$ cat src/rtl/pet2001_vcapture.sv
// pet2001_vcapture
// Locks onto the PET 2001 448x262 raster from its sync/blank strobes and
// repacks the serial 1-bpp active area into bytes. One framebuffer write is
// issued per completed byte at address line*40 + byte. Geometry violations
// drop lock and force a re-sync on the next VSync rising edge.
module pet2001_vcapture #(
  parameter int H_ACTIVE       = 320,
  parameter int V_ACTIVE       = 200,
  parameter int BYTES_PER_LINE = 40
) (
  input  logic        clk,
  input  logic        reset,
  input  logic        ce_7mp,
  input  logic        pix,
  input  logic        HSync,
  input  logic        VSync,
  input  logic        HBlank,
  input  logic        VBlank,
  output logic        wr_en,
  output logic [12:0] wr_addr,
  output logic [7:0]  wr_data,
  output logic        locked,
  output logic        frame_done,
  output logic        err
);

  localparam logic [8:0] H_ACT_C = 9'(H_ACTIVE);
  localparam logic [7:0] V_ACT_C = 8'(V_ACTIVE);
  localparam logic [5:0] BPL_C   = 6'(BYTES_PER_LINE);

  typedef enum logic [1:0] {
    ST_SEARCH  = 2'd0,
    ST_ARM     = 2'd1,
    ST_CAPTURE = 2'd2
  } state_t;

  state_t      state_r;
  state_t      state_nxt_s;

  // Previous sampled strobe values for edge detection
  logic        vsync_d_r;
  logic        hblank_d_r;
  logic        vblank_d_r;

  // Raster counters and byte assembly
  logic [8:0]  px_r;
  logic [7:0]  ln_r;
  logic [5:0]  bx_r;
  logic [6:0]  sh_r;

  logic [8:0]  px_nxt_s;
  logic [7:0]  ln_nxt_s;
  logic [5:0]  bx_nxt_s;
  logic [6:0]  sh_nxt_s;

  // Decoded raster events (all qualified by ce_7mp)
  logic        vs_rise_s;
  logic        hb_rise_s;
  logic        hb_fall_s;
  logic        vb_rise_s;
  logic        vb_fall_s;
  logic        pix_act_s;
  logic        line_chk_s;
  logic        line_bad_s;
  logic        line_ok_s;
  logic [7:0]  ln_eff_s;
  logic        frame_ok_s;
  logic [8:0]  px_base_s;
  logic [5:0]  bx_base_s;
  logic        byte_end_s;
  logic [12:0] addr_s;

  // FSM-derived controls
  logic        cap_clr_s;
  logic        cap_act_s;
  logic        wr_set_s;
  logic        err_set_s;
  logic        done_set_s;

  // HSync carries no information the capture needs; lines are framed by HBlank.
  logic        unused_hsync_s;
  assign unused_hsync_s = HSync;

  // Decode strobe edges, line/frame geometry checks and per-pixel bases
  always_comb begin
    vs_rise_s  = ce_7mp & VSync & ~vsync_d_r;
    hb_rise_s  = ce_7mp & HBlank & ~hblank_d_r;
    hb_fall_s  = ce_7mp & ~HBlank & hblank_d_r;
    vb_rise_s  = ce_7mp & VBlank & ~vblank_d_r;
    vb_fall_s  = ce_7mp & ~VBlank & vblank_d_r;
    pix_act_s  = ce_7mp & ~HBlank & ~VBlank;
    // A line ends when HBlank rises while the previous sample was still
    // outside vertical blank, so a line closing on the same sample that
    // VBlank rises is checked before the frame check.
    line_chk_s = hb_rise_s & (~VBlank | ~vblank_d_r);
    line_bad_s = line_chk_s & ((px_r != H_ACT_C) | (bx_r != BPL_C));
    line_ok_s  = line_chk_s & ~line_bad_s;
    if (line_ok_s) begin
      ln_eff_s = ln_r + 8'd1;
    end else begin
      ln_eff_s = ln_r;
    end
    frame_ok_s = (ln_eff_s == V_ACT_C);
    if (hb_fall_s) begin
      px_base_s = 9'd0;
      bx_base_s = 6'd0;
    end else begin
      px_base_s = px_r;
      bx_base_s = bx_r;
    end
    byte_end_s = (px_base_s[2:0] == 3'd7);
    addr_s     = {ln_r, 5'b00000} + {2'b00, ln_r, 3'b000} + {7'b0000000, bx_base_s};
  end

  // FSM state register
  always_ff @(posedge clk or posedge reset) begin
    if (reset) begin
      state_r <= ST_SEARCH;
    end else begin
      state_r <= state_nxt_s;
    end
  end

  // FSM next-state logic
  always_comb begin
    state_nxt_s = state_r;
    case (state_r)
      ST_SEARCH: begin
        if (vs_rise_s) begin
          state_nxt_s = ST_ARM;
        end else begin
          state_nxt_s = ST_SEARCH;
        end
      end
      ST_ARM: begin
        if (vb_fall_s) begin
          state_nxt_s = ST_CAPTURE;
        end else begin
          state_nxt_s = ST_ARM;
        end
      end
      ST_CAPTURE: begin
        if (line_bad_s) begin
          state_nxt_s = ST_SEARCH;
        end else if (vb_rise_s) begin
          if (frame_ok_s) begin
            state_nxt_s = ST_ARM;
          end else begin
            state_nxt_s = ST_SEARCH;
          end
        end else if (vs_rise_s) begin
          state_nxt_s = ST_SEARCH;
        end else begin
          state_nxt_s = ST_CAPTURE;
        end
      end
      default: begin
        state_nxt_s = ST_SEARCH;
      end
    endcase
  end

  // FSM outputs: counter clear on arm, capture enable, write and event strobes
  always_comb begin
    cap_clr_s  = 1'b0;
    cap_act_s  = 1'b0;
    wr_set_s   = 1'b0;
    err_set_s  = 1'b0;
    done_set_s = 1'b0;
    case (state_r)
      ST_SEARCH: begin
        cap_clr_s = 1'b0;
      end
      ST_ARM: begin
        cap_clr_s = vb_fall_s;
      end
      ST_CAPTURE: begin
        cap_act_s = 1'b1;
        wr_set_s  = pix_act_s & byte_end_s;
        if (line_bad_s) begin
          err_set_s = 1'b1;
        end else if (vb_rise_s) begin
          if (frame_ok_s) begin
            done_set_s = 1'b1;
          end else begin
            err_set_s = 1'b1;
          end
        end else if (vs_rise_s) begin
          err_set_s = 1'b1;
        end else begin
          err_set_s = 1'b0;
        end
      end
      default: begin
        cap_clr_s = 1'b0;
      end
    endcase
  end

  // Next values of the raster counters and byte shifter
  always_comb begin
    px_nxt_s = px_r;
    bx_nxt_s = bx_r;
    ln_nxt_s = ln_r;
    sh_nxt_s = sh_r;
    if (cap_clr_s) begin
      px_nxt_s = 9'd0;
      bx_nxt_s = 6'd0;
      ln_nxt_s = 8'd0;
    end else if (cap_act_s) begin
      if (pix_act_s) begin
        px_nxt_s = px_base_s + 9'd1;
        sh_nxt_s = {sh_r[5:0], pix};
        if (byte_end_s) begin
          bx_nxt_s = bx_base_s + 6'd1;
        end else begin
          bx_nxt_s = bx_base_s;
        end
      end else begin
        px_nxt_s = px_base_s;
        bx_nxt_s = bx_base_s;
      end
      ln_nxt_s = ln_eff_s;
    end else begin
      px_nxt_s = px_r;
      bx_nxt_s = bx_r;
    end
  end

  // Counters and edge history advance only on pixel-enable samples
  always_ff @(posedge clk or posedge reset) begin
    if (reset) begin
      vsync_d_r  <= 1'b0;
      hblank_d_r <= 1'b0;
      vblank_d_r <= 1'b0;
      px_r       <= 9'd0;
      bx_r       <= 6'd0;
      ln_r       <= 8'd0;
      sh_r       <= 7'd0;
    end else if (ce_7mp) begin
      vsync_d_r  <= VSync;
      hblank_d_r <= HBlank;
      vblank_d_r <= VBlank;
      px_r       <= px_nxt_s;
      bx_r       <= bx_nxt_s;
      ln_r       <= ln_nxt_s;
      sh_r       <= sh_nxt_s;
    end
  end

  // Registered framebuffer write, event pulses and lock flag
  always_ff @(posedge clk or posedge reset) begin
    if (reset) begin
      wr_en      <= 1'b0;
      wr_addr    <= 13'd0;
      wr_data    <= 8'd0;
      frame_done <= 1'b0;
      err        <= 1'b0;
      locked     <= 1'b0;
    end else begin
      wr_en      <= wr_set_s;
      frame_done <= done_set_s;
      err        <= err_set_s;
      if (wr_set_s) begin
        wr_addr <= addr_s;
        wr_data <= {sh_r, pix};
      end
      if (done_set_s) begin
        locked <= 1'b1;
      end else if (err_set_s) begin
        locked <= 1'b0;
      end
    end
  end

endmodule
$ cat config.mk
export PLATFORM = sky130hd
export DESIGN_NAME = pet2001_vcapture
export DESIGN_NICKNAME = d
export VERILOG_FILES = /design/src/rtl/pet2001_vcapture.sv
export SDC_FILE = /design/constraint.sdc
export NUM_CORES = 1
export LEC_CHECK = 0
export CAP_MARGIN = 40
export CORE_UTILIZATION = 55
export CTS_BUF_LIST = sky130_fd_sc_hd__clkbuf_16
export CTS_CLUSTER_DIAMETER = 120
export CTS_CLUSTER_SIZE = 25
export DETAILED_ROUTE_END_ITERATION = 8
export GPL_TIMING_DRIVEN = 0
export HOLD_SLACK_MARGIN = 0.03
export PLACE_DENSITY = 0.79
export SLEW_MARGIN = 40
export SYNTH_ARGS = -nofsm -noshare
export SYNTH_HDL_FRONTEND = slang
export SYNTH_SLANG_ARGS = --single-unit
$ cat constraint.sdc
create_clock -name clk -period 8.91 [get_ports clk]
set_clock_uncertainty 0.15 [all_clocks]
set_input_delay 1.782 -clock clk [delete_from_list [all_inputs] [get_ports clk]]
set_output_delay 1.782 -clock clk [all_outputs]
set_load 0.01 [all_outputs]
Word level (Yosys, flattened, before mapping)
Index checks and enable logic that the tools add are counted.
{"block": "word_totals", "ff_bits": 60, "input_bits": 8, "out_inout_bits": 25, "elab_cells": 87}
{"block": "classes", "n_addsub": 5, "n_eq_ne": 6, "muxes": 33, "bitwise_logic": 24, "reduce_logical": 5}
{"cell": "$mux 9", "n": 4}
{"cell": "$mux 6", "n": 5}
{"cell": "$mux 8", "n": 3}
{"cell": "$mux 1", "n": 16}
{"cell": "$and 1x1->1", "n": 15}
{"cell": "$add 13x11->13", "n": 1}
{"cell": "$add 13x6->13", "n": 1}
{"cell": "$add 9x1->9 const B", "n": 1}
{"cell": "$ne 9x9->1 const B", "n": 1}
{"cell": "$add 8x1->8 const B", "n": 1}
{"cell": "$eq 8x8->1 const B", "n": 1}
{"cell": "$mux 2", "n": 4}
{"cell": "$not 1->1", "n": 7}
{"cell": "$add 6x1->6 const B", "n": 1}
{"cell": "$ne 6x6->1 const B", "n": 1}
{"cell": "$pmux 2 s3", "n": 1}
{"cell": "$reduce_and 4->1", "n": 1}
{"cell": "$reduce_bool 2->1", "n": 2}
{"cell": "$eq 3x3->1 const B", "n": 1}
{"cell": "$eq 2x1->1 const B", "n": 1}
{"cell": "$eq 2x2->1 const B", "n": 1}
{"cell": "$logic_not 2->1", "n": 1}
{"cell": "$or 1x1->1", "n": 2}
{"cell": "$reduce_and 2->1", "n": 1}

Logic depth before layout (Yosys ltp)
Gate-level depths: netlist of run 1.
{"block": "depth", "depth_word": 14, "depth_mapped": 13, "ltp_nobuf": 11}

Least setup slack after synthesis of run 1
OpenSTA, ideal clock, no wires.
{"block": "synth_path", "path_type": "input-to-reg", "startpoint": "input ce_7mp", "endpoint": "register wr_addr[12]", "setup_ns": 0.132, "arrival_ns": 4.346, "t_required_ns": 8.628, "slack_ns": 4.282, "stages": 13, "path_buffers": 2, "path_cell_list": "clkbuf_1 nand3b_1 clkbuf_1 nand2_1 fa_1 inv_1 fa_1 a21o_1 a21oi_1 o21ai_0 a31oi_1 xor2_1 o21ai_1"}
{"block": "synth_between", "elab_chain_cells": 6, "word_cells_on_any_way": 9, "classes_between": "add/sub (1); eq/ne (1); mux (3); bitwise (4)"}
{"item": "start: declaration", "line": "13", "source": "input logic ce_7mp,"}
{"item": "$and 1x1->1 (*)", "line": "88, 91"}
{"item": "parallel branches: the longest is 5 deep, another holds $add 13x6->13"}
{"item": "end signal: assignment", "line": "265", "source": "wr_addr <= addr_s;"}
{"item": "end: declaration", "line": "20", "source": "output logic [12:0] wr_addr,"}
Every way passes the cells marked *.
A chain may end at the register's enable or synchronous reset.

Worst setup path after layout of run 1
Same ends and word-level chain as after synthesis.

==> run metrics, run 1 <==
register area 1501 sq um; antenna diode count 0; Critical Setup Path Class in -> reg; CTS Sinks 60; vias after detailed routing 2711; number of flops mapped to enable cells by yosys 0; mean number of vias per cell 5.830; Iteration-0 DRC Markers 136; CTS-repair resized insts 0; Multi-input gate area 1784 sq um; most frequent cells in the layout 60 x dfrtp_1, 57 x nand2_1, 35 x o21ai_0; Slew @ Worst Pin 0.5336 ns; Final Instance Count excl. Fillers 465; Cells after DPL 449; status finished, final reports clean; die area 6479 sq um; PortBufs 31; Critical Path Source Type input pin; # DRC 0; Placer Congestion 0.8763; cts hold-fix bufs 0; Mapped Avg Cell Area 9.907 sq um; first-pass GRT wire length 12340 um; Filler Cells Inserted 454; CTS tree done; Post-Syn Instances 342; crit path time final 5.331 ns; post-synthesis sequential area ratio 44.31%; Max transition margin 64.43%; Initial DRT Pass Iterations 4; largest net degree at the start of global routing 34; max cap viols 0; layout cells sized above 1 12.05%; Core ar. 5921 sq um; Post-DP HPWL 5237 um; final period utilization 59.83%; Post-Route WL 7208 um; library cells used by synthesis 50; dpl cell area 3815 sq um; die width 80.49 um; capturing element type of the critical path flop; ys async rst share 100.0%; num rows 28; CP max FO 10; critical path required time 8.97 ns; Net count, final 414; Min Hold Slack 0.3305 ns; num ports 33; cts bufs inserted 9; Post-CTS Setup Inserts 0; Hold WC Path Type reg -> reg; synthesized cell area 3388 sq um; all-layer global routing usage 25.36%; peak supply drop 0.1220 mV; power per cell area 167.0 nW/um^2; Static Leak 1.960 nW; clock insertion delay at the later pin of the skew report 0.33 ns; Die Height 80.49 um; CTS root buffer clkbuf_16; Hold Vio Cnt, Final 0; synthesis-to-finish area growth 21.71%; Critical Path AT 5.39 ns; Synth Flop Type dfrtp_1; Routed Antenna Nets 0; initial antenna violation count 0; Reg clk slew, reported paths 0.06 ns; final std cell area, no fill 4124 sq um; total global routing overflow 0; Synth Register Bits 60; synth warn 0; vias in the first global route 2698; Max Clk Rate 187.6 MHz; DR WL/cell 15.50 um; CTS H-tree depth 3; Final Setup Violations 0; clock buffer depth 2; RSZ-0062 raised after global routing no; setup tns final 0 ns; pins over their slew limit 0; commonest non-fill, non-tap cell in the layout dfrtp_1; initial core utilization 57.23%; Post-Syn Nets 371
[power by group]
part	internal (mW)	total (mW)	leakage, nW	switching [mW]
registers	0.279	0.286	0.829	0.00631
clock network	0.221	0.358	0.149	0.137
logic	0.0158	0.0446	0.982	0.0288
[cell type report]
class | count | area share, %
Timing Repair Buffer | 32 | 8.010
Clock inverter | 7 | 2.033
Sequential cell | 60 | 36.41
Clock buffer | 9 | 5.461
Buffer | 12 | 1.305
Tap cell | 75 | 2.275
Inverter | 13 | 1.244
Multi-Input combinational cell | 257 | 43.26
[worst max-delay path, stage by stage]
cell and delay [ns]:
clkdlybuf4s50_1 0.45, clkbuf_1 0.26, nand3b_1 0.29, clkbuf_1 0.36, nand2_1 0.17, fa_1 0.50, inv_1 0.07, fa_1 0.46
a21o_1 0.20, a21oi_1 0.27, o21ai_0 0.15, a31oi_1 0.21, xor2_1 0.16, o21ai_1 0.07
[worst paths after layout]
check,startpoint,endpoint,slack [ns],depth (start not counted)
worst max-delay path,ce_7mp,wr_addr[12],3.58,14
worst min-delay path,sh_r[6],sh_r[6],0.33,2
worst max register to register,hblank_d_r,wr_addr[12],5.38,12
worst min register to register,sh_r[6],sh_r[6],0.33,2
max in group asynchronous,reset,px_r[3],6.49,3
min in group asynchronous,reset,wr_addr[11],1.63,2
[through the flow]
| step | utilization [%] | worst slack (ns) | total power, mW |
|---|---|---|---|
| after global placement | 64.05 | 3.287 | 0.3318 |
| after CTS | 69.65 | 3.596 | 0.6930 |
| after detailed placement | 64.43 | 3.266 | 0.3351 |
| after floorplan | - | 4.282 | 0.3187 |
| after global routing | 69.65 | 3.282 | 0.7120 |
| final | 69.65 | 3.579 | 0.6887 |
[Yosys cell counts (2+ instances only)]
library cell | number | area share (%)
dfrtp_1 | 60 | 44
nand2_1 | 57 | 6.3
o21ai_0 | 35 | 5.2
ha_1 | 19 | 7.0
nor2_1 | 15 | 1.7
inv_1 | 12 | 1.3
mux2_2 | 12 | 4.0
and2_1 | 11 | 2.0
a21oi_1 | 10 | 1.5
a31oi_1 | 8 | 1.5
a22o_1 | 7 | 1.8
clkbuf_1 | 7 | 0.78
nor2b_1 | 7 | 1.3
nand3_1 | 6 | 0.89
xnor2_1 | 6 | 1.6
nand4_1 | 5 | 0.92
nor3_1 | 5 | 0.74
o31ai_1 | 5 | 1.1
and4_1 | 4 | 1.0
buf_2 | 4 | 0.59
mux2_1 | 4 | 1.3
a21o_1 | 3 | 0.66
o21ai_1 | 3 | 0.44
o21bai_1 | 3 | 0.66
xor2_1 | 3 | 0.78
and3_1 | 2 | 0.37
and4_4 | 2 | 0.66
fa_1 | 2 | 1.2
mux2i_1 | 2 | 0.59
nand2b_1 | 2 | 0.37
nor4b_4 | 2 | 1.4
[registers in the layout, summed over array words and instances, names as in the netlist, 2 cells and up]
register and cells:
wr_addr 13, px_r 9, ln_r 8, wr_data 8, sh_r 7, bx_r 6, state_r 2
[per-layer routing]
metal	vias up	GRT usage, %	wire length [um]
met5	-	0	0
met4	0	12.14	157
met3	14	4.205	327
met2	62	42.29	3567
met1	1321	31.78	3157
li1	1314	-	-
[logic make-up after synthesis]
logic type                 synth area share [%]
and+or+nand+nor                           20.90
AOI/OAI and AO/OA                         15.33
DFF                                       44.31
buffers and inverters                     3.028
adders and majority gates                 8.198
muxes                                     5.908
xor gates and xnor gates                  2.327
(Power assumes the default switching activity.)
==> inputs of run 2 (changes only) <==
--- a/config.mk
+++ b/config.mk
@@ -6,7 +6,7 @@
 export NUM_CORES = 1
 export LEC_CHECK = 0
 export CAP_MARGIN = 40
-export CORE_UTILIZATION = 55
+export CORE_UTILIZATION = 52
 export CTS_BUF_LIST = sky130_fd_sc_hd__clkbuf_16
 export CTS_CLUSTER_DIAMETER = 120
 export CTS_CLUSTER_SIZE = 25
==> constraint.sdc (replaced) <==
create_clock -name clk -period 4.9 [get_ports clk]
set_clock_uncertainty 0.15 [all_clocks]
set_input_delay 0.98 -clock clk [delete_from_list [all_inputs] [get_ports clk]]
set_output_delay 0.98 -clock clk [all_outputs]
set_load 0.01 [all_outputs]
==> run metrics, run 2 (same netlist as run 1, synthesis figures left out) <==
Reg clk slew, reported paths 0.06 ns (about the same); CTS Sinks 60 (unchanged); pins over their slew limit 0 (unchanged); CP max FO 10 (unchanged); commonest non-fill, non-tap cell in the layout dfrtp_1; CTS-repair resized insts 0 (unchanged); power per cell area 303.2 nW/um^2 (+82%); max cap viols 0 (unchanged); Iteration-0 DRC Markers 117 (-14%); total global routing overflow 0 (unchanged); PortBufs 31 (unchanged); initial core utilization 53.67% (-3.6 points); Min Hold Slack 0.3271 ns (-0.003425 ns); capturing element type of the critical path flop; Largest register FFs 13 (unchanged); crit path time final 4.565 ns; final std cell area, no fill 4124 sq um (unchanged); peak supply drop 0.2086 mV (+71%); synthesis-to-finish area growth 21.71% (unchanged); Static Leak 1.959 nW (about the same); cts bufs inserted 9 (unchanged); layout cells sized above 1 12.05% (unchanged); Reg with most FFs wr_addr; Initial DRT Pass Iterations 4 (unchanged); CTS H-tree depth 3 (unchanged); Post-CTS Setup Inserts 0 (unchanged); dpl cell area 3817 sq um (about the same); Net count, final 414 (unchanged); Post-Route WL 7192 um (-0.22%); Placer Congestion 0.8643 (-1.4%); DR WL/cell 15.40 um (-0.65%); Top Registers wr_addr (13), px_r (9); RSZ-0062 raised after global routing no; num rows 29 (+3.6%); mean number of vias per cell 5.807 (-0.39%); # DRC 0 (unchanged); Place WS -0.01189 ns (-3.278 ns); Crit path largest cell delay 0.51 ns (about the same); Hold Vio Cnt, Final 0 (unchanged); clock insertion delay at the later pin of the skew report 0.33 ns (about the same); Critical Setup Path Class in -> reg; final period utilization 93.17%; cell family with most CP delay buffers and inverters; CTS root buffer clkbuf_16; clock buffer depth 2 (unchanged); antenna diode count 0 (unchanged); die area 6843 sq um (+5.6%); Final Setup Violations 0 (unchanged); critical path required time 4.95 ns (-4.02 ns); Finished Core Util 65.32% (-4.3 points); largest net degree at the start of global routing 32 (-5.9%); status finished, final reports clean; Post-DP HPWL 5134 um (-2.0%); Die Height 82.72 um (+2.8%); Core ar. 6314 sq um (+6.6%); Hold WC Path Type reg -> reg; vias in the first global route 2695 (-0.11%); num ports 33 (unchanged); die width 82.72 um (+2.8%); Routed Antenna Nets 0 (unchanged); Max transition margin 64.95% (+0.52 points); first-pass GRT wire length 12120 um (-1.8%); all-layer global routing usage 23.82% (-1.5 points); crit path cell chain clkdlybuf4s50_1, clkbuf_1, nand3b_1, clkbuf_1, nand2_1, fa_1, inv_1, fa_1, a21o_1, a21oi_1, o21ai_0, a31oi_1, xor2_1, o21ai_1; cts hold-fix bufs 0 (unchanged); worst path bufs/invs 4 (unchanged); Max Clk Rate 219.0 MHz; initial antenna violation count 0 (unchanged); CTS tree done; most frequent cells in the layout 60 x dfrtp_1, 57 x nand2_1, 35 x o21ai_0; highest-delay cell along the critical path fa_1; slack of the critical path 0.3345 ns (-3.244 ns); Critical Path Source Type input pin; Slew @ Worst Pin 0.5258 ns (-0.007792 ns); vias after detailed routing 2712 (+0.037%); Critical Path AT 4.61 ns (-0.78 ns)
-- run 2: cell types whose count changed in the layout (fill, tap and decap cells not counted), sizes merged --
cell,change
clkinv,-1
inv,+1
-- run 2: worst paths after layout --
path,start,endpoint,slack (ns),cells past startpoint
max,ce_7mp,wr_addr[12],0.33,14
min,wr_addr[8],wr_addr[8],0.33,2
max reg2reg,hblank_d_r,wr_addr[12],1.31,12
min reg2reg,wr_addr[8],wr_addr[8],0.33,2
max in group asynchronous,reset,bx_r[5],3.26,3
min in group asynchronous,reset,wr_addr[10],0.84,2
-- run 2: worst reg2reg max path: cells and delay by family, from the launching register on --
kind	cells	cell delay, ns
xor gates and xnor gates	1	0.16
and+or+nand+nor	2	0.42
buffers and inverters	2	0.46
AOI/OAI and AO/OA	5	0.89
adders and majority gates	2	0.97
DFF	1	0.41
-- run 2: final cells by class --
type,instances,area [sq um]
fill,510,2190
multi-input combinational,257,1784
sequential,60,1501
timing repair buffer,32,330.3
clock buffer,9,225.2
tap,77,96.34
clock inverter,7,81.33
buffer,12,53.80
inverter,13,51.30
-- run 2: metrics by stage --
| stage | total power, mW | instances | TNS (ns) |
|---|---|---|---|
| after floorplan | 0.5796 | 342 | 0 |
| after global placement | 0.6033 | 450 | 0 |
| after detailed placement | 0.6097 | 451 | -0.01189 |
| after CTS | 1.258 | 467 | 0 |
| after global routing | 1.289 | 467 | 0 |
| final | 1.250 | 467 | 0 |
-- run 2: where the power goes --
part	internal (mW)	switching (mW)
logic	0.0286	0.0542
clock network	0.401	0.247
registers	0.508	0.0112
-- run 2: per-layer routing --
metal,routed length [um],up-vias,GRT usage [%]
met1,3137,1327,28.72
met3,303,12,4.505
met5,0,-,0
li1,-,1312,-
met4,143,0,12.59
met2,3608,61,40.16
